### config.mk
export PLATFORM = sky130hd
export DESIGN_NAME = simd_result_drain
export DESIGN_NICKNAME = d
export VERILOG_FILES = /design/src/rtl/simd_result_drain.sv
export SDC_FILE = /design/constraint.sdc
export NUM_CORES = 2
export LEC_CHECK = 0
export ABC_CLOCK_PERIOD_IN_PS = 4600
export BUFFER_PORTS_ARGS = -buffer_cell sky130_fd_sc_hd__clkbuf_2
export CELL_PAD_IN_SITES_DETAIL_PLACEMENT = 0
export CELL_PAD_IN_SITES_GLOBAL_PLACEMENT = 1
export CORE_ASPECT_RATIO = 0.7
export CORE_UTILIZATION = 44
export DETAILED_ROUTE_END_ITERATION = 8
export GPL_ROUTABILITY_DRIVEN = 0
export PLACE_DENSITY_LB_ADDON = 0.08
export SKIP_CTS_REPAIR_TIMING = 1
export SYNTH_ARGS = -nofsm -noshare
export SYNTH_HDL_FRONTEND = slang
export SYNTH_SLANG_ARGS = --single-unit
### constraint.sdc
create_clock -name clk -period 4.6 [get_ports clk]
set_clock_uncertainty 0.1 [all_clocks]
set_input_delay 0.92 -clock clk [delete_from_list [all_inputs] [get_ports clk]]
set_output_delay 0.92 -clock clk [all_outputs]
set_load 0.01 [all_outputs]
### src/rtl/simd_result_drain.sv
// Result drain for a SIMD adder tree: tracks issued operand tokens through the
// array latency, captures L1/L2/L3 sums into a frame FIFO and serializes words.
module simd_result_drain #(
  parameter int BW    = 8,
  parameter int LAT   = 3,
  parameter int DEPTH = 2
) (
  input  logic                       clk,
  input  logic                       rst,
  input  logic                       issue_valid,
  input  logic [1:0]                 lvl_sel,
  output logic                       issue_ready,
  input  logic [15:0][2*BW-1:0]      iL1,
  input  logic [3:0][2*BW-1:0]       iL2,
  input  logic [2*BW-1:0]            iL3,
  output logic                       o_valid,
  input  logic                       o_ready,
  output logic [2*BW-1:0]            o_data,
  output logic [4:0]                 o_idx,
  output logic                       o_last,
  output logic                       err_drop,
  output logic                       dbg_state
);

  // Output handshake: a word transfers on a rising edge where o_valid && o_ready;
  // while o_valid && !o_ready the word, index and last flag hold stable.

  localparam int W  = 2 * BW;
  localparam int AW = (DEPTH > 1) ? $clog2(DEPTH) : 1;
  localparam int CW = $clog2(DEPTH + 1);

  typedef struct packed {
    logic [15:0][W-1:0] l1;
    logic [3:0][W-1:0]  l2;
    logic [W-1:0]       l3;
    logic [1:0]         lvl;
  } frame_t;

  typedef enum logic {IDLE = 1'b0, SEND = 1'b1} state_t;

  state_t               state_q, state_d;
  logic [4:0]           idx_q, idx_d;
  logic [LAT-1:0]       dv_q, dv_d;
  logic [LAT-1:0][1:0]  dl_q, dl_d;
  frame_t               mem_q [DEPTH];
  frame_t               mem_d [DEPTH];
  logic [AW-1:0]        wr_ptr_q, wr_ptr_d, rd_ptr_q, rd_ptr_d;
  logic [CW-1:0]        cnt_q, cnt_d;
  logic [CW-1:0]        cred_q, cred_d;
  logic                 err_q, err_d;

  logic                 accept, capture, pop, fifo_empty;
  frame_t               head;
  logic [W-1:0]         word;
  logic [4:0]           last_idx;

  function automatic logic [AW-1:0] ptr_inc(input logic [AW-1:0] p);
    return (p == AW'(DEPTH - 1)) ? '0 : p + 1'b1;
  endfunction

  assign accept     = issue_valid && issue_ready;
  assign capture    = dv_q[LAT-1];
  assign fifo_empty = (cnt_q == '0);
  assign head       = mem_q[rd_ptr_q];
  assign pop        = (state_q == SEND) && o_ready && o_last;

  // Credits cover tokens in flight plus stored frames; capture only moves a
  // credit from the delay line into the FIFO, so it never changes the count.
  assign issue_ready = (cred_q < CW'(DEPTH));

  always_ff @(posedge clk) begin
    if (rst) begin
      state_q  <= IDLE;
      idx_q    <= '0;
      dv_q     <= '0;
      dl_q     <= '0;
      wr_ptr_q <= '0;
      rd_ptr_q <= '0;
      cnt_q    <= '0;
      cred_q   <= '0;
      err_q    <= 1'b0;
      for (int i = 0; i < DEPTH; i++) mem_q[i] <= '0;
    end else begin
      state_q  <= state_d;
      idx_q    <= idx_d;
      dv_q     <= dv_d;
      dl_q     <= dl_d;
      wr_ptr_q <= wr_ptr_d;
      rd_ptr_q <= rd_ptr_d;
      cnt_q    <= cnt_d;
      cred_q   <= cred_d;
      err_q    <= err_d;
      for (int i = 0; i < DEPTH; i++) mem_q[i] <= mem_d[i];
    end
  end

  always_comb begin
    dv_d    = '0;
    dl_d    = '0;
    dv_d[0] = accept;
    dl_d[0] = lvl_sel;
    for (int i = 1; i < LAT; i++) begin
      dv_d[i] = dv_q[i-1];
      dl_d[i] = dl_q[i-1];
    end
  end

  always_comb begin
    for (int i = 0; i < DEPTH; i++) mem_d[i] = mem_q[i];
    wr_ptr_d = wr_ptr_q;
    rd_ptr_d = rd_ptr_q;
    if (capture) begin
      mem_d[wr_ptr_q] = '{l1: iL1, l2: iL2, l3: iL3, lvl: dl_q[LAT-1]};
      wr_ptr_d        = ptr_inc(wr_ptr_q);
    end
    if (pop) rd_ptr_d = ptr_inc(rd_ptr_q);
    cnt_d  = cnt_q + CW'(capture) - CW'(pop);
    cred_d = cred_q + CW'(accept) - CW'(pop);
    err_d  = err_q | (issue_valid & ~issue_ready);
  end

  // Next-state logic for the serializer.
  always_comb begin
    state_d = state_q;
    idx_d   = idx_q;
    case (state_q)
      IDLE: begin
        idx_d = '0;
        if (!fifo_empty) state_d = SEND;
      end
      SEND: begin
        if (o_ready) begin
          if (o_last) begin
            state_d = IDLE;
            idx_d   = '0;
          end else begin
            idx_d = idx_q + 5'd1;
          end
        end
      end
      default: state_d = IDLE;
    endcase
  end

  // Word selection; L2 words in the combined frame sit at idx 16..19, so the
  // low two index bits address them directly.
  always_comb begin
    word     = '0;
    last_idx = 5'd0;
    case (head.lvl)
      2'd0: begin
        word     = head.l1[idx_q[3:0]];
        last_idx = 5'd15;
      end
      2'd1: begin
        word     = head.l2[idx_q[1:0]];
        last_idx = 5'd3;
      end
      2'd2: begin
        word     = head.l3;
        last_idx = 5'd0;
      end
      default: begin
        if (idx_q < 5'd16)      word = head.l1[idx_q[3:0]];
        else if (idx_q < 5'd20) word = head.l2[idx_q[1:0]];
        else                    word = head.l3;
        last_idx = 5'd20;
      end
    endcase
  end

  // Output logic.
  always_comb begin
    o_valid   = (state_q == SEND);
    o_data    = o_valid ? word : '0;
    o_idx     = idx_q;
    o_last    = o_valid && (idx_q == last_idx);
    err_drop  = err_q;
    dbg_state = state_q;
  end

endmodule

* Yosys cells after proc, flatten, opt, wreduce, memory -nomap -nowiden
Memories as Yosys holds them, arrays and structs flattened. A register that Yosys moved wholly into a read port is not among the register bits. Index checks and enable logic that the tools add are counted.
Storage, ports and cells: memories kept 1, memory bits (writable) 676, register bits 22, logic and storage cells 73, input bits 342, output and inout port bits 26
Operators by class: reductions and logical operators 7, equal/unequal tests 4, add/subtract/negate cells 7, mux-type cells 29, $lt $le $gt $ge 7, bitwise operators 7
Memories:
- mem_q | words 2, width 338, rd ports 3, clocked after memory_dff 1, write ports 2, line 45 | frame_t mem_q [DEPTH];
Operator list (count):
- two-way mux 338 bit | 3
- bitwise mux 676 bit | 1
- two-way mux 676 bit | 1
- demux 338 bit (select 1 bit) | 1
- two-way mux 16 bit | 5
- binary-select mux 16 bit (select 4 bit) | 1
- one-hot mux 16 bit (3 select lines) | 1
- binary-select mux 16 bit (select 2 bit) | 1
- one-hot mux 5 bit (3 select lines) | 1
- less-than comparator 5 bit, second input constant | 2
- two-way mux 1 bit | 10
- two-way mux 5 bit | 2
- one-hot mux 5 bit (2 select lines) | 1
- adder 5 x 1 -> 5 bit, second input constant | 1
- == test 5 bit | 1
- logical AND 1 bit | 5
- less-than comparator 4 x 5 -> 1 bit, second input constant | 1
- adder 2 x 1 -> 2 bit | 2
- zero test 2 bit | 2
- subtractor 2 x 1 -> 2 bit | 2
- less-than comparator 2 x 3 -> 1 bit, second input constant | 1
- OR 1 bit | 3
- adder 1 bit, second input constant | 2
- == test 2 x 1 -> 1 bit, second input constant | 1
- 9 further kinds | 10

* Logic depth before layout (Yosys ltp)
depth in word-level cells 8, mapped depth 16, mapped depth without buffers 11

* Worst setup path after synthesis
No wires, ideal clock.
kind register to output, from reg with a tool-made name, to out o_data[14], required time 3.580 ns, path slack 0.410 ns, data arrival time 3.170 ns, cell stages (with the launch flop) 14, path buffers 5, path through dfxtp_1 buf_2 buf_2 buf_2 buf_2 mux2i_1 inv_1 ha_1 clkbuf_1 nor2b_1 o21a_1 nand2_1 a211oi_1 or4_1
RTL lines:
- end: declaration | line 18 | output logic [2*BW-1:0] o_data,

* Worst setup path in the final report
from reg idx_q[1], in the netlist o_idx[1], to out o_data[3]
Between the ends: longest elaborated chain between the ends 6
RTL lines:
- start: declaration | line 42 | logic [4:0] idx_q, idx_d;
- start signal: assignment | line 85 | idx_q <= idx_d;
- parallel branches: the longest is 4 deep, another holds less-than comparator 5 bit
- one-hot mux 16 bit (3 select lines) (*) | line 150 | case (head.lvl)
- two-way mux 16 bit (*) | line 175 | o_data = o_valid ? word : '0;
Every way passes the cells marked *. The select of a mux whose other input is x is not followed.

==> metrics.txt <==
Ys Warns 0; Period minus WS final 4.57 ns; CP Capture Type output pin; I/O Buffers 367; Max Cap Violations 0; Max VDD drop about 0.28 mV; Syn Area/Cell approximately 8.5 µm²; Max-slew headroom roughly 20%; WL per Instance roughly 22 µm; Final Util a little over half; Setup WS pre-CTS 0.523 ns; Net Count, Synth between 3000 and 4000; arrival time worst endpoint between 3 and 4 ns; post-synthesis sequential area ratio between 40% and 50%; initial cell density of the core 44.7%; Tcrit/Tclk final between 90% and 100%; die area a little under 70000 µm²; final instance area around 35000 µm²; initial antenna violation count 4; HP Class flip-flop to flip-flop; DRT iter0 DRCs ~2700; DR pass1 iterations 8; WS Path Type flip-flop to output pin; H-tree depth 3; Clock Pin Slew Worst Setup and Hold Paths 0.06 ns; final setup vio count 0; clock sink total approximately 700; post-synthesis cell type count 54; Hold Fails Final Rpt 0; status completed; Area Growth Syn to Fin 16.5%; ys async rst share 0%; cell leakage power between 0.01 and 0.015 µW; DRC 0; net total in the final layout between 4000 and 5000; Die Width between 300 and 400 µm; global route total overflow 0; via count ~26000; Synth Flop Type dfxtp_1; Detail Route Antenna Nets 0; RSZ-0062 raised after global routing no; layout cells sized above 1 between 10% and 20%; fmax ~0.22 GHz; slew at the pin closest to its max-slew limit around 1.2 ns; final setup margin 0.0306 ns; Critical Path RT approximately 3.6 ns; Skew-Pair Late Insertion Delay just over 0.6 ns; power consumption between 10000 and 15000 µW; worst-case clock buffer depth 3; Slew Limit Fails 0; core region area around 67000 µm²; CTS tree yes; Root Buffer clkbuf_16; final WL approximately 100000 µm; num ports approximately 370; die height around 220 µm; Slowest-stage cell, CP mux4_2; crit path max fanout 21; R2R setup slack 1.53 ns; DR vias/cell 5.61; number of synthesized flops with an enable pin 0; total track usage 28.5%; num rows 79; DP HPWL roughly 67000 µm; number of synthesized register bits 699; vias in the first global route between 20000 and 25000; final setup TNS 0 ns; first-pass GRT wire length between 150000 and 200000 µm; P per Cell Area between 300 and 400 nW/µm²; Mapped Cells between 3000 and 4000; total CTS buffers just over 70; largest net degree at the start of global routing 150; Post-Syn Area around 30000 µm²; max incr delay on CP approximately 0.59 ns; CP cell instances buf_4, mux4_2, mux2i_1, nor2_1, a21oi_1, o221ai_1, clkbuf_2; DP Area around 32000 µm²; Startpoint Class flip-flop
[synth_stat cells, types with 3 or more instances]
cell          n  area, µm²
buf_6         8       90.1
nor3_1        5       25.0
buf_12        3       60.1
a211oi_1      6       45.0
nor3b_1       3       22.5
nor2b_1      22        138
inv_1         6       22.5
xor2_1        3       26.3
nor2_1       22       82.6
o311ai_0      3       26.3
a21oi_1     706       3530
mux2i_1      52        521
o21ai_0       8       40.0
ha_1          8        100
o2111ai_1     4       35.0
or2_2         3       18.8
nand2b_1     12       75.1
nand3_1      10       50.1
buf_1        21       78.8
buf_4        14        105
and2_1        3       18.8
buf_2        20        100
clkbuf_1    227        852
mux4_1       23        604
xnor2_1       4       35.0
nand2_1    1381       5180
or3_1         5       31.3
o22ai_1      28        175
dfxtp_1     699      14000
o221ai_1      8       70.1
o22a_1        4       35.0
mux2_2       16        180
mux4_2      143       3220
a211o_1       4       35.0
[registers in the layout, summed over array words and instances (netlist names), named ones only]
name / flops
o_idx: 5
rd_ptr_q: 1
dbg_state: 1
dl_q: 2
dv_q: 3
cred_q: 2
wr_ptr_q: 1
mem_q: 676
err_drop: 1
cnt_q: 2
dl_d: 4
[worst paths after layout]
path,from,depth (start not counted),endpoint
hold reg to reg,dv_q[1],1,dv_q[2]
setup reg to reg,flip-flop,13,cnt_q[1]
setup / recovery,o_idx[1],7,o_data[3]
hold / removal,dv_q[1],1,dv_q[2]
[logic make-up after synthesis]
logic type                 after synthesis  synth area share (%)
xor gates and xnor gates                 7                 0.205
AOI/OAI and AO/OA                      783                  13.7
and+or+nand+nor                       1473                  19.1
buffers and inverters                  300                  4.44
muxes                                  237                  15.3
adders and majority gates                8                 0.335
DFF                                    699                  46.9
[per-stage QoR]
| step | hold WS [ns] | instances |
|---|---|---|
| 2_1_floorplan | 0.314 | 3507 |
| 5_1_grt | 0.357 | 4658 |
| 3_3_place_gp | 0.327 | 4516 |
| 4_1_cts | 0.339 | 4647 |
| 3_5_place_dp | 0.327 | 4516 |
| 6_report | 0.326 | 4658 |
[area by class of cell]
cell class / count / area, µm²
clock buffers: 107 / 2190
flip-flops and latches: 699 / 14000
multi-input cells: 2508 / 14600
well taps: 891 / 1110
diodes: 3 / 7.51
fillers: 6262 / 32000
clock inverters: 24 / 323
repair buffers: 420 / 2530
inverters: 6 / 22.5
[worst max-delay path, delay by kind of cell, from the launching register on]
| family | cells | cell delay (ns) |
|---|---|---|
| flops | 1 | 0.56 |
| compound gates | 2 | 0.74 |
| simple gates | 1 | 0.08 |
| mux | 2 | 0.87 |
| buf+inv | 2 | 0.67 |
[metal layers]
layer | GRT usage (%) | vias to the layer above | wire (µm)
li1 | - | 12269 | -
met1 | 41.2 | 12798 | 45900
met2 | 44.8 | 939 | 46400
met3 | 3.94 | 106 | 6520
met4 | 7.19 | 0 | 1930
met5 | 0 | - | 0
[cells in the final DEF (no fill, tap or decap), types with 10 or more instances in the layout]
cell type,count
clkbuf_2,366
o22ai_1,28
mux4_1,23
mux2_2,16
a21oi_1,706
nor2b_1,21
nand2_1,1379
nand2b_1,11
mux2i_1,51
clkbuf_1,12
buf_12,21
clkinv_2,11
buf_4,30
dfxtp_1,695
nor2_1,22
clkbuf_16,74
nand3_1,10
clkbuf_8,21
mux4_2,143
[report_power, final]
part | internal, µW | switching [µW] | total, µW | leakage, µW
sequential | 6130 | 43.6 | 6170 | 0.00565
clock | 3690 | 2500 | 6190 | 0.00124
combinational | 233 | 437 | 671 | 0.00506
Power figures use the tool's default switching activity.
